===== config.mk =====
export PLATFORM = sky130hd
export DESIGN_NAME = wb_cmd_master
export DESIGN_NICKNAME = d
export VERILOG_FILES = /design/src/rtl/wb_cmd_pkg.sv /design/src/rtl/wb_cmd_master.sv
export SDC_FILE = /design/constraint.sdc
export NUM_CORES = 1
export LEC_CHECK = 0
export ABC_AREA = 1
export BUFFER_PORTS_ARGS = -buffer_cell sky130_fd_sc_hd__buf_2
export CAP_MARGIN = 10
export CELL_PAD_IN_SITES_DETAIL_PLACEMENT = 1
export CELL_PAD_IN_SITES_GLOBAL_PLACEMENT = 1
export CORE_ASPECT_RATIO = 1.25
export CORE_UTILIZATION = 30
export CTS_BUF_LIST = sky130_fd_sc_hd__clkbuf_4 sky130_fd_sc_hd__clkbuf_8
export CTS_CLUSTER_DIAMETER = 80
export DETAILED_ROUTE_END_ITERATION = 16
export MAX_ROUTING_LAYER = met4
export PLACE_DENSITY_LB_ADDON = 0.1
export SYNTH_ARGS = -nofsm -noshare
export SYNTH_HDL_FRONTEND = slang
export SYNTH_SLANG_ARGS = --single-unit

===== constraint.sdc =====
create_clock -name clk -period 2.35 [get_ports clk]
set_clock_uncertainty 0.1 [all_clocks]
set_input_delay 0.47 -clock clk [delete_from_list [all_inputs] [get_ports clk]]
set_output_delay 0.47 -clock clk [all_outputs]
set_load 0.02 [all_outputs]

===== src/rtl/wb_cmd_pkg.sv =====
// ---------------------------------------------------------------------------
// wb_cmd_pkg
// Shared types for the UART-to-Wishbone command master: command opcodes,
// response status codes, SPECIAL sub-operations and the master FSM states.
// ---------------------------------------------------------------------------
package wb_cmd_pkg;

  // Two-bit opcode carried in the top bits of every command word
  typedef enum logic [1:0] {
    OP_READ    = 2'd0,
    OP_WRITE   = 2'd1,
    OP_SETADDR = 2'd2,
    OP_SPECIAL = 2'd3
  } opcode_e;

  // Two-bit status carried in the top bits of every response word
  typedef enum logic [1:0] {
    ST_RD_OK   = 2'd0,
    ST_WR_OK   = 2'd1,
    ST_BUS_ERR = 2'd2,
    ST_TIMEOUT = 2'd3
  } status_e;

  // SPECIAL sub-operations, taken from payload[1:0]
  localparam logic [1:0] SPC_NOP      = 2'd0;
  localparam logic [1:0] SPC_INC_ON   = 2'd1;
  localparam logic [1:0] SPC_INC_OFF  = 2'd2;
  localparam logic [1:0] SPC_ADDR_CLR = 2'd3;

  // Master FSM states
  typedef enum logic [1:0] {
    S_IDLE = 2'd0,
    S_REQ  = 2'd1,
    S_WAIT = 2'd2,
    S_RSP  = 2'd3
  } state_e;

endpackage


===== src/rtl/wb_cmd_master.sv =====
// ---------------------------------------------------------------------------
// wb_cmd_master
// Pipelined Wishbone master fed by a {opcode, payload} command stream.
// READ/WRITE commands each run one single-beat bus transaction and produce
// one {status, data} response word. SETADDR/SPECIAL update the internal
// address / auto-increment state without touching the bus.
//
// Ports
//   clk, rst_n          : clock, synchronous active-low reset
//   cmd_valid/ready/data: command channel, data = {opcode[1:0], payload[DW-1:0]}
//   rsp_valid/ready/data: response channel, data = {status[1:0], data[DW-1:0]}
//   o_wb_*              : Wishbone master outputs (cyc, stb, we, addr, data, sel)
//   i_wb_*              : Wishbone slave inputs (stall, ack, err, data)
//
// Every output comes straight from a flop (o_wb_sel is a constant).
// ---------------------------------------------------------------------------
module wb_cmd_master
  import wb_cmd_pkg::*;
#(
  parameter int DW      = 32,
  parameter int AW      = 32,
  parameter int TIMEOUT = 255,
  parameter bit INC_RST = 1'b1
) (
  input  logic            clk,
  input  logic            rst_n,
  input  logic            cmd_valid,
  output logic            cmd_ready,
  input  logic [DW+1:0]   cmd_data,
  output logic            rsp_valid,
  input  logic            rsp_ready,
  output logic [DW+1:0]   rsp_data,
  output logic            o_wb_cyc,
  output logic            o_wb_stb,
  output logic            o_wb_we,
  output logic [AW-1:0]   o_wb_addr,
  output logic [DW-1:0]   o_wb_data,
  output logic [DW/8-1:0] o_wb_sel,
  input  logic            i_wb_stall,
  input  logic            i_wb_ack,
  input  logic            i_wb_err,
  input  logic [DW-1:0]   i_wb_data
);

  localparam logic [AW-1:0] ADDR_STEP = AW'(DW/8);
  // Counter value on the last cycle allowed before giving up
  localparam logic [15:0]   TMO_LAST  = 16'(TIMEOUT - 1);

  state_e          state_q, state_d;
  logic [AW-1:0]   addr_q, addr_d;
  logic            inc_q, inc_d;
  logic            we_q, we_d;
  logic [DW-1:0]   wdata_q, wdata_d;
  logic            cyc_q, cyc_d;
  logic            stb_q, stb_d;
  logic            cmd_ready_q, cmd_ready_d;
  logic            rsp_valid_q, rsp_valid_d;
  logic [DW+1:0]   rsp_data_q, rsp_data_d;
  logic [15:0]     tmo_q, tmo_d;

  opcode_e         cmd_op;
  logic [DW-1:0]   cmd_payload;
  logic            fin;
  logic            fin_ok;
  status_e         fin_status;
  logic [DW-1:0]   fin_data;
  status_e         bus_status;
  logic [DW-1:0]   bus_data;

  assign cmd_op      = opcode_e'(cmd_data[DW+1:DW]);
  assign cmd_payload = cmd_data[DW-1:0];

  // Result of a slave termination; err takes priority over a simultaneous ack
  assign bus_status = i_wb_err ? ST_BUS_ERR : (we_q ? ST_WR_OK : ST_RD_OK);
  assign bus_data   = (i_wb_err || we_q) ? '0 : i_wb_data;

  always_comb begin
    state_d     = state_q;
    addr_d      = addr_q;
    inc_d       = inc_q;
    we_d        = we_q;
    wdata_d     = wdata_q;
    cyc_d       = cyc_q;
    stb_d       = stb_q;
    rsp_valid_d = rsp_valid_q;
    rsp_data_d  = rsp_data_q;
    tmo_d       = tmo_q;
    fin         = 1'b0;
    fin_ok      = 1'b0;
    fin_status  = ST_RD_OK;
    fin_data    = '0;

    case (state_q)
      S_IDLE: begin
        if (cmd_valid) begin
          case (cmd_op)
            OP_READ, OP_WRITE: begin
              we_d  = (cmd_op == OP_WRITE);
              if (cmd_op == OP_WRITE) wdata_d = cmd_payload;
              cyc_d   = 1'b1;
              stb_d   = 1'b1;
              tmo_d   = '0;
              state_d = S_REQ;
            end
            OP_SETADDR: addr_d = cmd_payload[AW-1:0];
            default: begin
              case (cmd_payload[1:0])
                SPC_INC_ON:   inc_d  = 1'b1;
                SPC_INC_OFF:  inc_d  = 1'b0;
                SPC_ADDR_CLR: addr_d = '0;
                default:      ;
              endcase
            end
          endcase
        end
      end

      S_REQ: begin
        // Slave may accept the strobe and terminate it in the same cycle
        if (!i_wb_stall && (i_wb_ack || i_wb_err)) begin
          fin        = 1'b1;
          fin_ok     = !i_wb_err;
          fin_status = bus_status;
          fin_data   = bus_data;
        end else if (tmo_q == TMO_LAST) begin
          fin        = 1'b1;
          fin_status = ST_TIMEOUT;
        end else begin
          tmo_d = tmo_q + 16'd1;
          if (!i_wb_stall) begin
            stb_d   = 1'b0;
            state_d = S_WAIT;
          end
        end
      end

      S_WAIT: begin
        if (i_wb_ack || i_wb_err) begin
          fin        = 1'b1;
          fin_ok     = !i_wb_err;
          fin_status = bus_status;
          fin_data   = bus_data;
        end else if (tmo_q == TMO_LAST) begin
          fin        = 1'b1;
          fin_status = ST_TIMEOUT;
        end else begin
          tmo_d = tmo_q + 16'd1;
        end
      end

      default: begin
        if (rsp_ready) begin
          rsp_valid_d = 1'b0;
          state_d     = S_IDLE;
        end
      end
    endcase

    // Common bus termination: release the bus and present the response
    if (fin) begin
      cyc_d       = 1'b0;
      stb_d       = 1'b0;
      rsp_valid_d = 1'b1;
      rsp_data_d  = {fin_status, fin_data};
      state_d     = S_RSP;
      if (fin_ok && inc_q) addr_d = addr_q + ADDR_STEP;
    end

    cmd_ready_d = (state_d == S_IDLE);
  end

  always_ff @(posedge clk) begin
    if (!rst_n) begin
      state_q     <= S_IDLE;
      addr_q      <= '0;
      inc_q       <= INC_RST;
      we_q        <= 1'b0;
      wdata_q     <= '0;
      cyc_q       <= 1'b0;
      stb_q       <= 1'b0;
      cmd_ready_q <= 1'b1;
      rsp_valid_q <= 1'b0;
      rsp_data_q  <= '0;
      tmo_q       <= '0;
    end else begin
      state_q     <= state_d;
      addr_q      <= addr_d;
      inc_q       <= inc_d;
      we_q        <= we_d;
      wdata_q     <= wdata_d;
      cyc_q       <= cyc_d;
      stb_q       <= stb_d;
      cmd_ready_q <= cmd_ready_d;
      rsp_valid_q <= rsp_valid_d;
      rsp_data_q  <= rsp_data_d;
      tmo_q       <= tmo_d;
    end
  end

  assign cmd_ready = cmd_ready_q;
  assign rsp_valid = rsp_valid_q;
  assign rsp_data  = rsp_data_q;
  assign o_wb_cyc  = cyc_q;
  assign o_wb_stb  = stb_q;
  assign o_wb_we   = we_q;
  assign o_wb_addr = addr_q;
  assign o_wb_data = wdata_q;
  assign o_wb_sel  = '1;

endmodule


==> results.md, run 1 <==
* DP Cell Count at 1,396
* Clock Latency Late Sink at 0.45 ns
* Worst hold slack at 0.1572 ns
* Most common cell in the netlist: nand2_1
* Commonest cells post-synth: nand2_1, dfxtp_1, inv_1, nand3_1, nor2_1
* Number of global-route vias before repair at 6,750
* CTS root buf: clkbuf_8
* Synthesized area at 0.006347 mm²
* Cell variety after synth at 36
* GRT Total Usage at 21.64%
* Final core utilization at 38.24%
* Die Ht at 164.6 µm
* Top post-synthesis cells by area: dfxtp_1, nand2_1, nand3_1, inv_1, a21oi_1
* I/O pins at 180
* Overflow after GRT at 0
* Die W at 132.1 µm
* Startpoint types: register
* Area grow syn2layout at 25.43%
* RSZ-0062 raised after global routing: false
* Clock Path Buffers at 2
* Nets at 1,223
* Worst VDD drop at 0.0004205 V
* Initial Util at 30.49%
* Port bufs at 175
* H-Tree Depth at 4
* Placed cell area at 0.007542 mm²
* PD cells at 774.4 mW/mm²
* Worst setup path class: register to register
* DRC viols at 0
* Fmax at 478.6 MHz
* R2r endpoint: tmo_q[14]$_SDFFE_PN0P_
* Post-synth ARST share at 0%
* Post-synth EDFFs at 0
* Ratio of cells with drive above 1 in the final layout at 22.27%
* RePlAce Congestion at 0.8317
* End of the critical path: tmo_q[14]$_SDFFE_PN0P_
* Reg2reg path depth at 10
* Final Non-Filler Cells at 1,432
* First-pass GRT wire length at 35,650 µm
* Main synth FF type: dfxtp_1
* Slack of the critical path at 0.2604 ns
* CP Data Required Time at 2.58 ns
* Min-Delay Startpoint: i_wb_data[3]
* Antenna violations before repair at 4
* Placement Rows at 59
* Total leakage power at 3.598 nW
* Final Hold Viols at 0
* DRT iter0 DRCs at 216
* Routed vias at 6,818
* Synth top area share at 38.48%
* Final WL at 22,430 µm
* Max-cap violations at 0
* Worst min path class: primary input to register
* DR WL/cell at 15.66 µm
* Mapped Cells at 962
* Worst slack, placed at 0.2338 ns
* Finished Cell Area at 0.007961 mm²
* CTS tree: built
* FF+latch count, synth at 122
* Die area at 0.02175 mm²
* Largest area contributor in the netlist: dfxtp_1
* WP data arrival at 2.32 ns
* Crit share post-route at 88.92%
* Post-CTS setup buffers at 0
* Largest net degree at the start of global routing at 35
* Setup slack on the worst flop-to-flop path at 0.26 ns
* Core area at 0.02082 mm²
* Inserted Clock Buffers at 17
* Clk sink count at 122
* Setup violations, final at 0
* Register area share after synthesis at 38.48%
* Hold buffers post-CTS at 0
* Avg Vias per Cell at 4.761
* DRT antenna net count at 0
* Outcome: finished, final reports clean
* Drt pass-1 iters at 4
* Syn_area_per_cell at 6.598 µm²
* Worst reg2reg startpoint: state_q[0]$_SDFF_PN0_
* Critical Path Sink Type: register
* Headroom to the max-slew limit at 61.62%
* Dpl hpwl at 17,410 µm
* Worst-margin pin slew at 0.5713 ns
* Yosys warnings at 0
* Critical-path maximum fanout at 11
* Crit path from: state_q[0]$_SDFF_PN0_
* Fill cell count at 2,788
* Final Max Slew Viols at 0
* CTS resizes at 0
* Sum of negative setup slack at 0 ns
* Final Critical Period at 2.090 ns
* Clock slew at reported path FFs at 0.08 ns
* Overall power at 6.166 mW
==> critical path, stage by stage, from the launching register on <==
cell and delay, ns:
dfxtp_1 0.40, inv_1 0.10, ha_1 0.28, nand2_1 0.14, o21ai_0 0.10, a21oi_1 0.24
nand2_2 0.11, inv_1 0.30, nor2_1 0.07, nor2_1 0.11, nor2_1 0.04
==> state kept, by name, summed over array words and instances (netlist names) <==
signal	cells
rsp_data	34
state_q	2
o_wb_addr	32
tmo_q	16
o_wb_cyc	1
cmd_ready	1
inc_q	1
o_wb_stb	1
o_wb_data	32
o_wb_we	1
rsp_valid	1
==> worst min path at each step <==
| stage | cells past startpoint | slack [ns] | endpoint |
|---|---|---|---|
| global route | 3 | 0.13 | rsp_data[11]$_SDFFE_PN0N_ |
| floorplan | 2 | 0.34 | inc_q$_SDFFE_PN1P_ |
| CTS | 3 | 0.12 | rsp_data[17]$_SDFFE_PN0N_ |
| global placement | 2 | 0.34 | rsp_data[0]$_SDFFE_PN0N_ |
| finish | 3 | 0.16 | rsp_data[3]$_SDFFE_PN0N_ |
| detailed placement | 2 | 0.35 | rsp_data[33]$_SDFFE_PN0N_ |
==> kinds of logic after synthesis <==
kind of cell               after synthesis  share of synthesized area (%)
and+or+nand+nor                        496                          33.81
buffers and inverters                  163                          11.18
AOI/OAI and AO/OA                      162                          13.46
DFF                                    122                          38.48
xor gates and xnor gates                 9                          1.242
adders and majority gates                9                          1.774
other                                    1                        0.05908
==> layout make-up <==
type                            instances  area (µm²)  area share (%)
Timing Repair Buffer                  203        1111           13.96
Sequential cell                       122        2442           30.68
Tap cell                              274       342.8           4.306
Antenna cell                            4       10.01          0.1257
Inverter                              117       439.2           5.516
Multi-Input combinational cell        680        3207           40.28
Clock buffer                           20       269.0           3.379
Clock inverter                         12       140.1           1.760
==> layer usage <==
metal  vias to the layer above  wire, µm  GRT usage [%]
met5                         -         0              -
met4                         0       176          5.233
met3                        14      1247          6.047
li1                       3457         -              -
met2                       149     10550          35.93
met1                      3198     10450          25.87
==> report_power, final <==
| part | total (mW) | internal (mW) | switching, mW | leakage, nW |
|---|---|---|---|---|
| clock | 1.99 | 1.02 | 0.962 | 0.200 |
| combinational | 1.79 | 0.572 | 1.22 | 2.41 |
| sequential | 2.39 | 2.24 | 0.154 | 0.988 |
| total | 6.17 | 3.83 | 2.33 | 3.60 |
==> layout by cell type, fill, tap and decap left out, types with 4 or more instances in the layout <==
master | synthesis | routed
nand2_1 | 248 | 248
diode_2 | 0 | 4
buf_4 | 8 | 26
inv_1 | 116 | 115
xor2_1 | 9 | 9
buf_2 | 13 | 175
nand4_1 | 12 | 12
a31oi_1 | 7 | 7
a21oi_1 | 76 | 76
ha_1 | 9 | 9
nor3_1 | 20 | 20
o21ai_0 | 35 | 35
nor2_1 | 89 | 89
nand3_1 | 103 | 103
dfxtp_1 | 122 | 122
nand2_2 | 7 | 7
conb_1 | 1 | 4
nor2_2 | 6 | 6
o211ai_1 | 7 | 7
o21ai_1 | 31 | 31
clkbuf_8 | 0 | 19
(Power assumes the default switching activity.)
==> inputs of run 2 (changes only) <==
--- a/config.mk
+++ b/config.mk
@@ -17,6 +17,7 @@
 export DETAILED_ROUTE_END_ITERATION = 16
 export MAX_ROUTING_LAYER = met4
 export PLACE_DENSITY_LB_ADDON = 0.1
+export RECOVER_POWER = 50
 export SYNTH_ARGS = -nofsm -noshare
 export SYNTH_HDL_FRONTEND = slang
 export SYNTH_SLANG_ARGS = --single-unit
==> run 2 against run 1 <==
  * First-iteration DRC count fell by 3.2%
  * Sequential cell count unchanged
  * Combinational power down 3%
==> results.md, run 2 (synthesis gave the netlist of run 1 again) <==
* Outcome: finished, final reports clean
* Die area at 0.02175 mm²
* DRT iter0 DRCs at 209
* Commonest non-fill, non-tap cell in the layout: nand2_1
* Avg Vias per Cell at 4.766
* Final Critical Period at 2.125 ns
* Die Ht at 164.6 µm
* Antenna violations before repair at 4
* Fmax at 470.6 MHz
* Number of global-route vias before repair at 6,750
* CTS root buf: clkbuf_8
* Drt pass-1 iters at 6
* Crit-path max cell delay at 0.40 ns
* Worst min path class: primary input to register
* Clock slew at reported path FFs at 0.08 ns
* Worst-margin pin slew at 0.5719 ns
* Bufs and invs on worst path at 3
* Critical path's top delay family: buffers and inverters
* RSZ-0062 raised after global routing: false
* First-pass GRT wire length at 35,650 µm
* Setup violations, final at 0
* DRT antenna net count at 0
* Max reg flops at 34
* PD cells at 782.8 mW/mm²
* DRC viols at 0
* Core area at 0.02082 mm²
* GRT Total Usage at 21.64%
* Worst setup path class: register to register
* Hold buffers post-CTS at 0
* DR WL/cell at 15.64 µm
* Largest net degree at the start of global routing at 35
* Dpl hpwl at 17,410 µm
* Final WL at 22,390 µm
* Crit share post-route at 90.42%
* I/O pins at 180
* Clk sink count at 122
* GR Util met2 at 35.93%
* CTS tree: built
* Nets at 1,223
* Overflow after GRT at 0
* H-Tree Depth at 4
* Worst path cell trace: inv_1 -> ha_1 -> buf_4 -> nand3b_1 -> nand2_2 -> inv_1 -> nor2_1 -> nor2_1 -> nor2_1
* Clock Path Buffers at 2
* Fill cell count at 2,838
* Port bufs at 175
* Final core utilization at 37.54%
* Die W at 132.1 µm
* RePlAce Congestion at 0.8317
* Sum of negative setup slack at 0 ns
* Final Max Slew Viols at 0
* Worst VDD drop at 0.0004194 V
* Headroom to the max-slew limit at 61.58%
* Clock Latency Late Sink at 0.44 ns
* WP data arrival at 2.35 ns
* GR Layer Usage met1 at 25.87%
* Slowest-stage cell, CP: dfxtp_1
* Post-CTS setup buffers at 0
* Critical-path maximum fanout at 11
* CP Data Required Time at 2.58 ns
* Routed vias at 6,825
* Final Hold Viols at 0
* Ratio of cells with drive above 1 in the final layout at 13.08%
* Area grow syn2layout at 23.12%
* CTS resizes at 0
* Inserted Clock Buffers at 17
* Max-cap violations at 0
* Critical Path Sink Type: register
* Initial Util at 30.49%
* Met3 Track Usage GR at 6.047%
* Total leakage power at 3.134 nW
* Most frequent CP cell: nor2_1
* GR peak layer: met2
* Startpoint types: register
* Most frequent cells in the layout: nand2_1, dfxtp_1, inv_1
* Placement Rows at 59
run 2: path summary, 6_finish.rpt:
| kind | slack (ns) | end | startpoint | depth (start not counted) |
|---|---|---|---|---|
| worst min register to register | 0.36 | rsp_data[33]$_SDFFE_PN0N_ | rsp_data[33]$_SDFFE_PN0N_ | 2 |
| worst max register to register | 0.23 | tmo_q[14]$_SDFFE_PN0P_ | state_q[0]$_SDFF_PN0_ | 9 |
| worst max-delay path | 0.23 | tmo_q[14]$_SDFFE_PN0P_ | state_q[0]$_SDFF_PN0_ | 9 |
| worst min-delay path | 0.16 | rsp_data[3]$_SDFFE_PN0N_ | i_wb_data[3] | 3 |
run 2: layer usage:
metal | vias up | share of wire [%] | wire length, µm
li1 | 3457 | - | -
met3 | 15 | 5.7 | 1266
met1 | 3198 | 47 | 10420
met2 | 155 | 47 | 10470
met5 | - | 0 | 0
met4 | 0 | 1.0 | 235
run 2: layout make-up:
cell class	count	area (µm²)	area share (%)
tap	274	342.8	4.387
clock buffer	20	269.0	3.442
sequential	122	2442	31.25
antenna	4	10.01	0.1281
timing repair buffer	203	982.2	12.57
inverter	117	439.2	5.620
multi-input combinational	680	3189	40.81
clock inverter	12	140.1	1.793
run 2: power by group:
| part | total (mW) | internal, mW | switching (mW) |
|---|---|---|---|
| clock network | 1.98 | 1.02 | 0.961 |
| logic | 1.74 | 0.531 | 1.21 |
| registers | 2.39 | 2.24 | 0.158 |
| total | 6.12 | 3.79 | 2.33 |
run 2: worst reg2reg max path: stages, from the launching register on:
cell	delay, ns
dfxtp_1	0.40
inv_1	0.10
ha_1	0.36
buf_4	0.21
nand3b_1	0.22
nand2_2	0.10
inv_1	0.31
nor2_1	0.08
nor2_1	0.11
nor2_1	0.04
run 2: stage by stage:
stage | total power [mW] | setup WS (ns) | hold slack, ns | cells | area [µm²]
after CTS | 6.275 | 0.2275 | 0.1185 | 1428 | 7951
after detailed placement | 4.256 | 0.2338 | 0.3459 | 1396 | 7542
final | 6.118 | 0.2251 | 0.1615 | 1432 | 7815
after global placement | 4.240 | 0.3097 | 0.3363 | 1396 | 7542
after floorplan | 3.665 | 0.5398 | 0.3414 | 965 | 6359
after global routing | 6.504 | 0.009035 | 0.1304 | 1432 | 7815
==> inputs of run 3 (changes only) <==
--- a/config.mk
+++ b/config.mk
@@ -10,7 +10,7 @@
 export CAP_MARGIN = 10
 export CELL_PAD_IN_SITES_DETAIL_PLACEMENT = 1
 export CELL_PAD_IN_SITES_GLOBAL_PLACEMENT = 1
-export CORE_ASPECT_RATIO = 1.25
+export CORE_ASPECT_RATIO = 1.1
 export CORE_UTILIZATION = 30
 export CTS_BUF_LIST = sky130_fd_sc_hd__clkbuf_4 sky130_fd_sc_hd__clkbuf_8
 export CTS_CLUSTER_DIAMETER = 80
==> run 3 against run 2 <==
  * Sequential cell count unchanged
  * Critical path depth is the same
  * Global-route usage increased by 0.26 points
  * Core utilization grew 0.14 points
  * Worst hold slack got worse by 0.0069 ns
  * Register-to-register slack got worse by 0.05 ns
  * Clock power decreased by 5%
  * Critical endpoint is now o_wb_addr[12]$_SDFF_PN0_
  * Largest power group unchanged
==> results.md, run 3 (synthesis gave the netlist of run 1 again) <==
* Total leakage power at 3.147 nW
* Critical-path maximum fanout at 11
* Fill cell count at 2,752
* Number of global-route vias before repair at 6,868
* Nets at 1,221
* Ratio of cells with drive above 1 in the final layout at 13.11%
* H-Tree Depth at 4
* Clk sink count at 122
* Routed vias at 6,775
* Min-Delay Startpoint: i_wb_data[30]
* Die W at 140.7 µm
* RePlAce Congestion at 0.8690
* Worst min path class: primary input to register
* Final WL at 22,480 µm
* Placement Rows at 55
* Metal-1 WL at 10,720 µm
* Sum of negative setup slack at 0 ns
* Setup slack on the worst flop-to-flop path at 0.17 ns
* Startpoint types: register
* Max reg flops at 34
* Clock Path Buffers at 2
* Slack of the critical path at 0.1750 ns
* Max-cap violations at 0
* Die area at 0.02174 mm²
* Setup violations, final at 0
* Core area at 0.02064 mm²
* Area grow syn2layout at 22.55%
* Fmax at 459.8 MHz
* Die Ht at 154.6 µm
* Antenna violations before repair at 4
* I/O pins at 180
* CTS root buf: clkbuf_8
* Final Hold Viols at 0
* Reg2reg path depth at 9
* Avg Vias per Cell at 4.798
* Largest net degree at the start of global routing at 48
* WP data arrival at 2.44 ns
* Routed length on met3 at 1320 µm
* Placed cell area at 0.007517 mm²
* Overflow after GRT at 0
* CP Data Required Time at 2.62 ns
* Top Layer Used: met4
* Outcome: finished, final reports clean
* Clock slew at reported path FFs at 0.08 ns
* Inserted Clock Buffers at 17
* CTS tree: built
* Worst setup path class: register to register
* Worst VDD drop at 0.0003812 V
* GRT Total Usage at 21.90%
* First-pass GRT wire length at 36,430 µm
* DRT antenna net count at 0
* Crit share post-route at 92.55%
* Area occupied by multi-input gates at 0.003207 mm²
* Dpl hpwl at 17,270 µm
* Worst-margin pin slew at 0.7357 ns
* RSZ-0062 raised after global routing: false
* Hold path cells at 3
* DR WL/cell at 15.92 µm
* Headroom to the max-slew limit at 50.95%
* Final Critical Period at 2.175 ns
* Drt pass-1 iters at 4
* DRT iter0 DRCs at 245
* Initial Util at 30.75%
* Finished Cell Area at 0.007779 mm²
* Commonest non-fill, non-tap cell in the layout: nand2_1
* Register area at 0.002442 mm²
* DRC viols at 0
* PD cells at 776.5 mW/mm²
* Most frequent cells in the layout: nand2_1, dfxtp_1, inv_1
* Final Max Slew Viols at 0
* Clock Latency Late Sink at 0.45 ns
* Worst reg2reg startpoint: state_q[0]$_SDFF_PN0_
* Critical Path Sink Type: register
* Crit path from: state_q[0]$_SDFF_PN0_
* Worst slack, placed at 0.1466 ns
* Port bufs at 175
* Met2 WL post-DR at 10,150 µm
==> run 3: area by class of cell <==
class | instances | share of cell area, %
flip-flops and latches | 122 | 31.40
clock buffers | 18 | 3.185
inverters | 117 | 5.646
diodes | 4 | 0.1287
repair buffers | 201 | 12.58
clock inverters | 14 | 1.721
well taps | 256 | 4.118
multi-input cells | 680 | 41.23
==> run 3: worst paths after layout <==
| check | endpoint |
|---|---|
| min reg2reg | rsp_data[11]$_SDFFE_PN0N_ |
| max reg2reg | o_wb_addr[12]$_SDFF_PN0_ |
| max | o_wb_addr[12]$_SDFF_PN0_ |
| min | rsp_data[30]$_SDFFE_PN0N_ |
==> run 3: through the flow <==
step                      hold slack [ns]  cells  utilization [%]  power (mW)
after floorplan                    0.3414    965                -       3.665
after global placement             0.3370   1376            36.41       4.246
after detailed placement           0.3454   1376            36.41       4.257
after CTS                          0.1299   1408            38.26       6.168
after global routing               0.1336   1412            37.68       6.421
final                              0.1546   1412            37.68       6.040
==> run 3: power by group <==
group,switching [mW],internal [mW]
clock network,1.00,0.887
logic,1.21,0.537
registers,0.161,2.24
total,2.38,3.66
==> run 3: critical path, stage by stage (launching register included) <==
cell	delay, ns
dfxtp_1	0.39
inv_1	0.10
ha_1	0.27
nand2_2	0.10
nand2_2	0.08
nand2_4	0.09
nor2_2	0.07
nor2_1	0.52
nand2_1	0.17
a31oi_1	0.20
==> run 3: timing repair <==
item | 4_1_cts | 5_1_grt
resized for setup | 0 | 1
setup buffers | 0 | 0
hold buffers | 0 | 0
endpoints found under the setup margin | 0 | 6
==> run 3: layer usage <==
layer	track usage, %	vias up
li1	-	3452
met1	27.66	3146
met2	34.54	156
met3	6.006	21
met4	5.331	0
met5	-	-
